File: config.mk
export PLATFORM = sky130hd
export DESIGN_NAME = window_gen_5x5
export DESIGN_NICKNAME = d
export VERILOG_FILES = /design/src/rtl/window_gen_5x5_pkg.sv /design/src/rtl/window_gen_5x5_line_buffer.sv /design/src/rtl/window_gen_5x5.sv
export SDC_FILE = /design/constraint.sdc
export NUM_CORES = 2
export LEC_CHECK = 0
export ABC_AREA = 1
export CAP_MARGIN = 0
export CORE_MARGIN = 2
export CORE_UTILIZATION = 40
export DETAILED_ROUTE_END_ITERATION = 8
export SYNTH_ARGS = -nofsm -noshare
export SYNTH_HDL_FRONTEND = slang
export SYNTH_SLANG_ARGS = --single-unit
File: constraint.sdc
create_clock -name clk -period 7.55 [get_ports clk]
set_clock_uncertainty 0.2 [all_clocks]
set_input_delay 1.51 -clock clk [delete_from_list [all_inputs] [get_ports clk]]
set_output_delay 1.51 -clock clk [all_outputs]
set_load 0.1 [all_outputs]
File: src/rtl/window_gen_5x5_pkg.sv
// rtl/window_gen_5x5_pkg.sv - shared constants and window bit-offset helper
// Purpose: pixel width, window geometry and the packed-window layout function
//          used by window_gen_5x5 and its line buffers.
// Ports:   none (package).
package window_gen_5x5_pkg;

    localparam int PIX_W    = 8;
    localparam int WIN_DIM  = 5;
    localparam int WIN_BITS = WIN_DIM * WIN_DIM * PIX_W;
    localparam int LB_COUNT = WIN_DIM - 1;

    // Bit offset of pixel (row r, col c) inside the packed window;
    // r = 0 is the oldest line, c = 0 the leftmost column.
    function automatic int win_bit_off(input int r, input int c);
        return (r * WIN_DIM + c) * PIX_W;
    endfunction

endpackage

File: src/rtl/window_gen_5x5_line_buffer.sv
// rtl/window_gen_5x5_line_buffer.sv - one-line pixel delay (circular RAM)
// Purpose: delays a pixel stream by exactly DEPTH accepted pixels; dout is the
//          pixel written DEPTH advances ago, i.e. the same column one line up.
// Ports:   clk, rst (sync, active-high; clears pointer only), en (advance),
//          din (pixel in), dout (delayed pixel out).
module window_gen_5x5_line_buffer #(
    parameter int DEPTH = 64,
    parameter int DW    = 8
) (
    input  logic          clk,
    input  logic          rst,
    input  logic          en,
    input  logic [DW-1:0] din,
    output logic [DW-1:0] dout
);

    localparam int            AW   = (DEPTH > 1) ? $clog2(DEPTH) : 1;
    localparam logic [AW-1:0] LAST = AW'(DEPTH - 1);

    logic [DW-1:0] mem [DEPTH];
    logic [AW-1:0] ptr;

    // Read-before-write at the same address gives a DEPTH-pixel delay.
    assign dout = mem[ptr];

    always_ff @(posedge clk) begin
        if (rst) begin
            ptr <= '0;
        end else if (en) begin
            ptr <= (ptr == LAST) ? '0 : ptr + 1'b1;
        end
    end

    // Contents are never reset: stale data is always overwritten before a
    // window can use it.
    always_ff @(posedge clk) begin
        if (en) begin
            mem[ptr] <= din;
        end
    end

endmodule

File: src/rtl/window_gen_5x5.sv
// rtl/window_gen_5x5.sv - raster pixel stream to 5x5 sliding window generator
// Purpose: builds every fully-inside 5x5 window of a raster frame using four
//          line buffers and a 5x5 shift array; one pixel per cycle throughput.
// Ports:   clk, rst (sync, active-high)
//          pix_valid/pix_in/pix_sof/pix_ready : upstream pixel stream
//          win_valid/win_out/win_ready        : downstream window stream
//          frame_done                         : pulse after last frame pixel
//          win_row/win_col                    : window centre (WIN_COORD_EN only)
// Config:  define WIN_COORD_EN to add the win_row/win_col outputs.
module window_gen_5x5
    import window_gen_5x5_pkg::*;
#(
    parameter int IMG_WIDTH  = 64,
    parameter int IMG_HEIGHT = 64
) (
    input  logic                clk,
    input  logic                rst,
    input  logic                pix_valid,
    input  logic [PIX_W-1:0]    pix_in,
    input  logic                pix_sof,
    output logic                pix_ready,
    output logic                win_valid,
    output logic [WIN_BITS-1:0] win_out,
    input  logic                win_ready,
`ifdef WIN_COORD_EN
    output logic [9:0]          win_row,
    output logic [9:0]          win_col,
`endif
    output logic                frame_done
);

    localparam logic [9:0] COL_LAST = 10'(IMG_WIDTH - 1);
    localparam logic [9:0] ROW_LAST = 10'(IMG_HEIGHT - 1);
    localparam logic [9:0] EDGE     = 10'(WIN_DIM - 1);

    logic [9:0] col;
    logic [9:0] row;
    logic [9:0] eff_col;
    logic [9:0] eff_row;
    logic       accept;
    logic       win_hit;
    logic       last_pix;

    // lb_chain[0] is the incoming pixel, lb_chain[k] the pixel k lines above.
    logic [PIX_W-1:0] lb_chain [LB_COUNT+1];

    assign pix_ready = !(win_valid && !win_ready);
    assign accept    = pix_valid && pix_ready;

    // A start-of-frame pixel is position (0,0) whatever the counters say.
    assign eff_col  = pix_sof ? '0 : col;
    assign eff_row  = pix_sof ? '0 : row;
    assign win_hit  = (eff_row >= EDGE) && (eff_col >= EDGE);
    assign last_pix = (eff_row == ROW_LAST) && (eff_col == COL_LAST);

    assign lb_chain[0] = pix_in;

    genvar g;
    generate
        for (g = 0; g < LB_COUNT; g++) begin : g_lb
            window_gen_5x5_line_buffer #(
                .DEPTH (IMG_WIDTH),
                .DW    (PIX_W)
            ) u_lb (
                .clk  (clk),
                .rst  (rst),
                .en   (accept),
                .din  (lb_chain[g]),
                .dout (lb_chain[g+1])
            );
        end
    endgenerate

    // win_out doubles as the 5x5 register array: it only shifts on an accepted
    // pixel, and no pixel is accepted while a window is stalled, so it stays
    // stable until the window is taken.
    always_ff @(posedge clk) begin
        if (rst) begin
            win_out    <= '0;
            win_valid  <= 1'b0;
            frame_done <= 1'b0;
            col        <= '0;
            row        <= '0;
        end else begin
            frame_done <= accept && last_pix;
            if (accept) begin
                for (int r = 0; r < WIN_DIM; r++) begin
                    for (int c = 0; c < WIN_DIM; c++) begin
                        if (c < WIN_DIM - 1) begin
                            win_out[win_bit_off(r, c) +: PIX_W] <= win_out[win_bit_off(r, c + 1) +: PIX_W];
                        end else begin
                            win_out[win_bit_off(r, c) +: PIX_W] <= lb_chain[WIN_DIM - 1 - r];
                        end
                    end
                end
                // Also drops any pending window on a start-of-frame pixel
                // (win_hit is false at (0,0)).
                win_valid <= win_hit;
                if (eff_col == COL_LAST) begin
                    col <= '0;
                    row <= (eff_row == ROW_LAST) ? '0 : eff_row + 10'd1;
                end else begin
                    col <= eff_col + 10'd1;
                    row <= eff_row;
                end
            end else if (win_ready) begin
                win_valid <= 1'b0;
            end
        end
    end

`ifdef WIN_COORD_EN
    // Centre of the window produced by the accepted pixel at (eff_row, eff_col).
    always_ff @(posedge clk) begin
        if (rst) begin
            win_row <= '0;
            win_col <= '0;
        end else if (accept && win_hit) begin
            win_row <= eff_row - 10'd2;
            win_col <= eff_col - 10'd2;
        end
    end
`endif

endmodule

==> impl_results.md <==
- CP arrival: between 3 and 4 ns
- Root buf cell: clkbuf_16
- Post-Route WL: 259000 microns
- Die H: 488 microns
- Pwr/cell area: between 200 and 300 nW/um^2
- Slew Limit Fails: 0
- Static leakage: 0.0387 uW
- Crit end category: primary output
- CP max-delay cell: clkdlybuf4s50_1
- Critical path buffers and inverters: 3
- Critical path's top delay family: buffers and inverters
- Post-DP HPWL: 157000 microns
- H-tree levels: 4
- Routed vias/inst: roughly 5.3
- Ratio of final minimum period to clock period: 66.5%
- Vias: 63500
- Seq/Total Area, Yosys: between 70% and 80%
- Synth warn: 0
- Cells after synthesis: about 8700
- MaxCap Viol Count: 0
- Ys flop type: edfxtp_1
- Final Hold Fails: 0
- Die area: 239000 sq um
- Routed wire length per instance: 21.4 microns
- Relative slew slack: 11.2%
- Num CTS Buffers: 227
- Antenna violations before repair: 3
- Max Root-Sink Buffers: 3
- Syn avg cell area: approximately 11 sq um
- Area grow syn2layout: 13.1%
- Largest net degree at the start of global routing: 193
- Initial core utilization: 40.3%
- Syn nets: ~8700
- Final min period: 5.02 ns
- Setup Fix Bufs, Post-CTS: 0
- Pwr Total: 29400 uW
- Io pins: 216
- HP Class: flip-flop to flip-flop
- Grt ovf: 0
- EDFF count, synth: 2048
- Post-CTS Resized: 0
- Crit path cell chain: clkdlybuf4s50_1 -> inv_1 -> nand2_1 -> clkdlybuf4s50_1
- Worst Max-Slew Pin Slew: 1.32 ns
- Clock slew at reported path FFs: 0.06 ns
- Synth Register Bits: between 2000 and 2500
- Cell with the most instances after synthesis: nand2_1
- Die width: 488 microns
- Number of detailed-routing iterations run before antenna repair: 6
- TritonCTS Sinks: 2312
- Crit start category: input port
- Critical path type: input port to primary output
- Max Freq: 199 MHz
- Setup_tns: 0 ns
- Max VDD drop: 0.260 mV
- Unrepaired setup endpoints after global routing: false
- Slowest stage delay, CP: 1.16 ns
- Share of the synthesized area in the top cell type: 65.5%
- Critical path required time: 5.84 ns
- Most used cell, CP: clkdlybuf4s50_1
- Detailed-route DRC error count: 0
- GR Util All Layers: 21.2%
- Core Rows: 177
- # setup viols final: 0
- Final GP Congestion: between 0.8 and 0.9
- Commonest cells post-synth: nand2_1, edfxtp_1, nand3_1, nor2_1, dfxtp_1
- Mapped cell area: 93900 sq um
- Cell taking the most area after synthesis: edfxtp_1
- CORE AREA: 233000 sq um
- Vias in the first global route: just over 60000
- Port-buffer cells: 215
- Area contributors post-synth: edfxtp_1, nand2_1, nand3_1
- Distinct cells, synth: 38
- Max FO, Critical Path: 3
- Asr flop ratio synth: 0%
- Status: completed
- Nets@finish: 8756
- Fillers: 21500
- Global-route wire length before repair: about 380000 microns
- Worst skew pair latency: 0.87 ns
- Share of cells above drive strength 1: 6.10%
- CTS tree: yes
- Number of routed nets with antenna violations: 0
- Hold_buf cts: 0
- Initial drt markers: slightly below 7000
## worst register-to-register path: cells and delay by family, from the launching register on
kind / cells / cell delay, ns
flip-flops: 1 / 0.92
AND/OR/NAND/NOR: 7 / 1.47
buffers and inverters: 3 / 1.85
## worst paths after layout
path	startpoint	to	slack [ns]	depth (start not counted)
max	win_ready	pix_ready	2.53	4
min	col[7]	col[7]	0.27	2
min reg2reg	col[7]	col[7]	0.27	2
max reg2reg	flip-flop	g_lb[1].u_lb.mem[52][4]	2.68	10
## state kept, by name (all words and copies together), names as in the netlist, named ones only
register / flops
g_lb.u_lb.ptr: 24
win_valid: 1
g_lb.u_lb.mem: 2048
win_out: 200
frame_done: 1
row: 10
col: 10
## layer usage
metal | up-vias | GRT usage [%] | part of all wire [%]
li1 | 29800 | - | -
met3 | 474 | 2.66 | 6.4
met2 | 2367 | 35.6 | 49
met5 | - | 0 | 0.0070
met4 | 2 | 8.88 | 4.2
met1 | 30900 | 27.9 | 41
## logic make-up after synthesis
| kind of cell | share of synthesized area, % |
|---|---|
| compound gates | 1.93 |
| xor+xnor | 0.0840 |
| fa+ha+maj | 0.0933 |
| buf+inv | 3.43 |
| flops | 71.1 |
| simple gates | 23.3 |
## final cells by class
| class | instances | area, sq um | share of cell area (%) |
|---|---|---|---|
| clock buffer | 306 | 6310 | 5.94 |
| multi-input combinational | 5694 | 24000 | 22.6 |
| antenna | 2 | 5.00 | 0.00471 |
| tap | 3132 | 3920 | 3.69 |
| clock inverter | 123 | 1440 | 1.36 |
| inverter | 172 | 687 | 0.647 |
| sequential | 2312 | 66800 | 62.9 |
| timing repair buffer | 329 | 3050 | 2.87 |
## layout by cell type, fill, tap and decap left out, types with 5 or more instances in the layout
cell type,netlist,routed
clkbuf_8,0,20
clkinv_2,0,40
dfxtp_4,0,8
o21ai_0,196,195
inv_6,0,10
inv_1,158,154
nand2_2,1,25
nand3b_1,9,9
buf_2,237,8
clkinv_4,0,5
nor3_1,26,26
nand3_1,1413,1413
clkinv_1,0,29
nand2_1,3086,3061
inv_2,13,8
bufinv_16,0,29
nor2_1,759,759
dfxtp_1,264,252
ha_1,7,7
buf_12,0,7
clkbuf_16,0,233
o21ai_1,25,26
edfxtp_1,2048,2048
buf_4,67,109
clkdlybuf4s50_1,0,205
a21oi_1,122,122
nand4_1,11,11
clkbuf_1,123,49
xor2_1,7,7
clkinvlp_4,0,9
## per-stage QoR
stage | cells | hold slack (ns) | worst slack [ns] | cell area [sq um] | util, %
CTS | 12100 | 0.268 | 2.53 | 106000 | 45.6
global route | 12100 | 0.283 | 2.48 | 106000 | 45.6
floorplan | 8684 | 0.244 | 2.99 | 93900 | -
detailed placement | 11600 | 0.258 | 2.47 | 98400 | 42.3
global placement | 11600 | 0.254 | 2.51 | 98400 | 42.3
finish | 12100 | 0.268 | 2.53 | 106000 | 45.6
## where the power goes
| group | internal, uW | switching [uW] | total [uW] | leakage [uW] |
|---|---|---|---|---|
| logic | 613 | 2520 | 3140 | 0.0143 |
| clock network | 6850 | 4820 | 11700 | 0.00379 |
| registers | 14400 | 154 | 14600 | 0.0206 |
No activity file was read; power rests on OpenSTA's default activity.
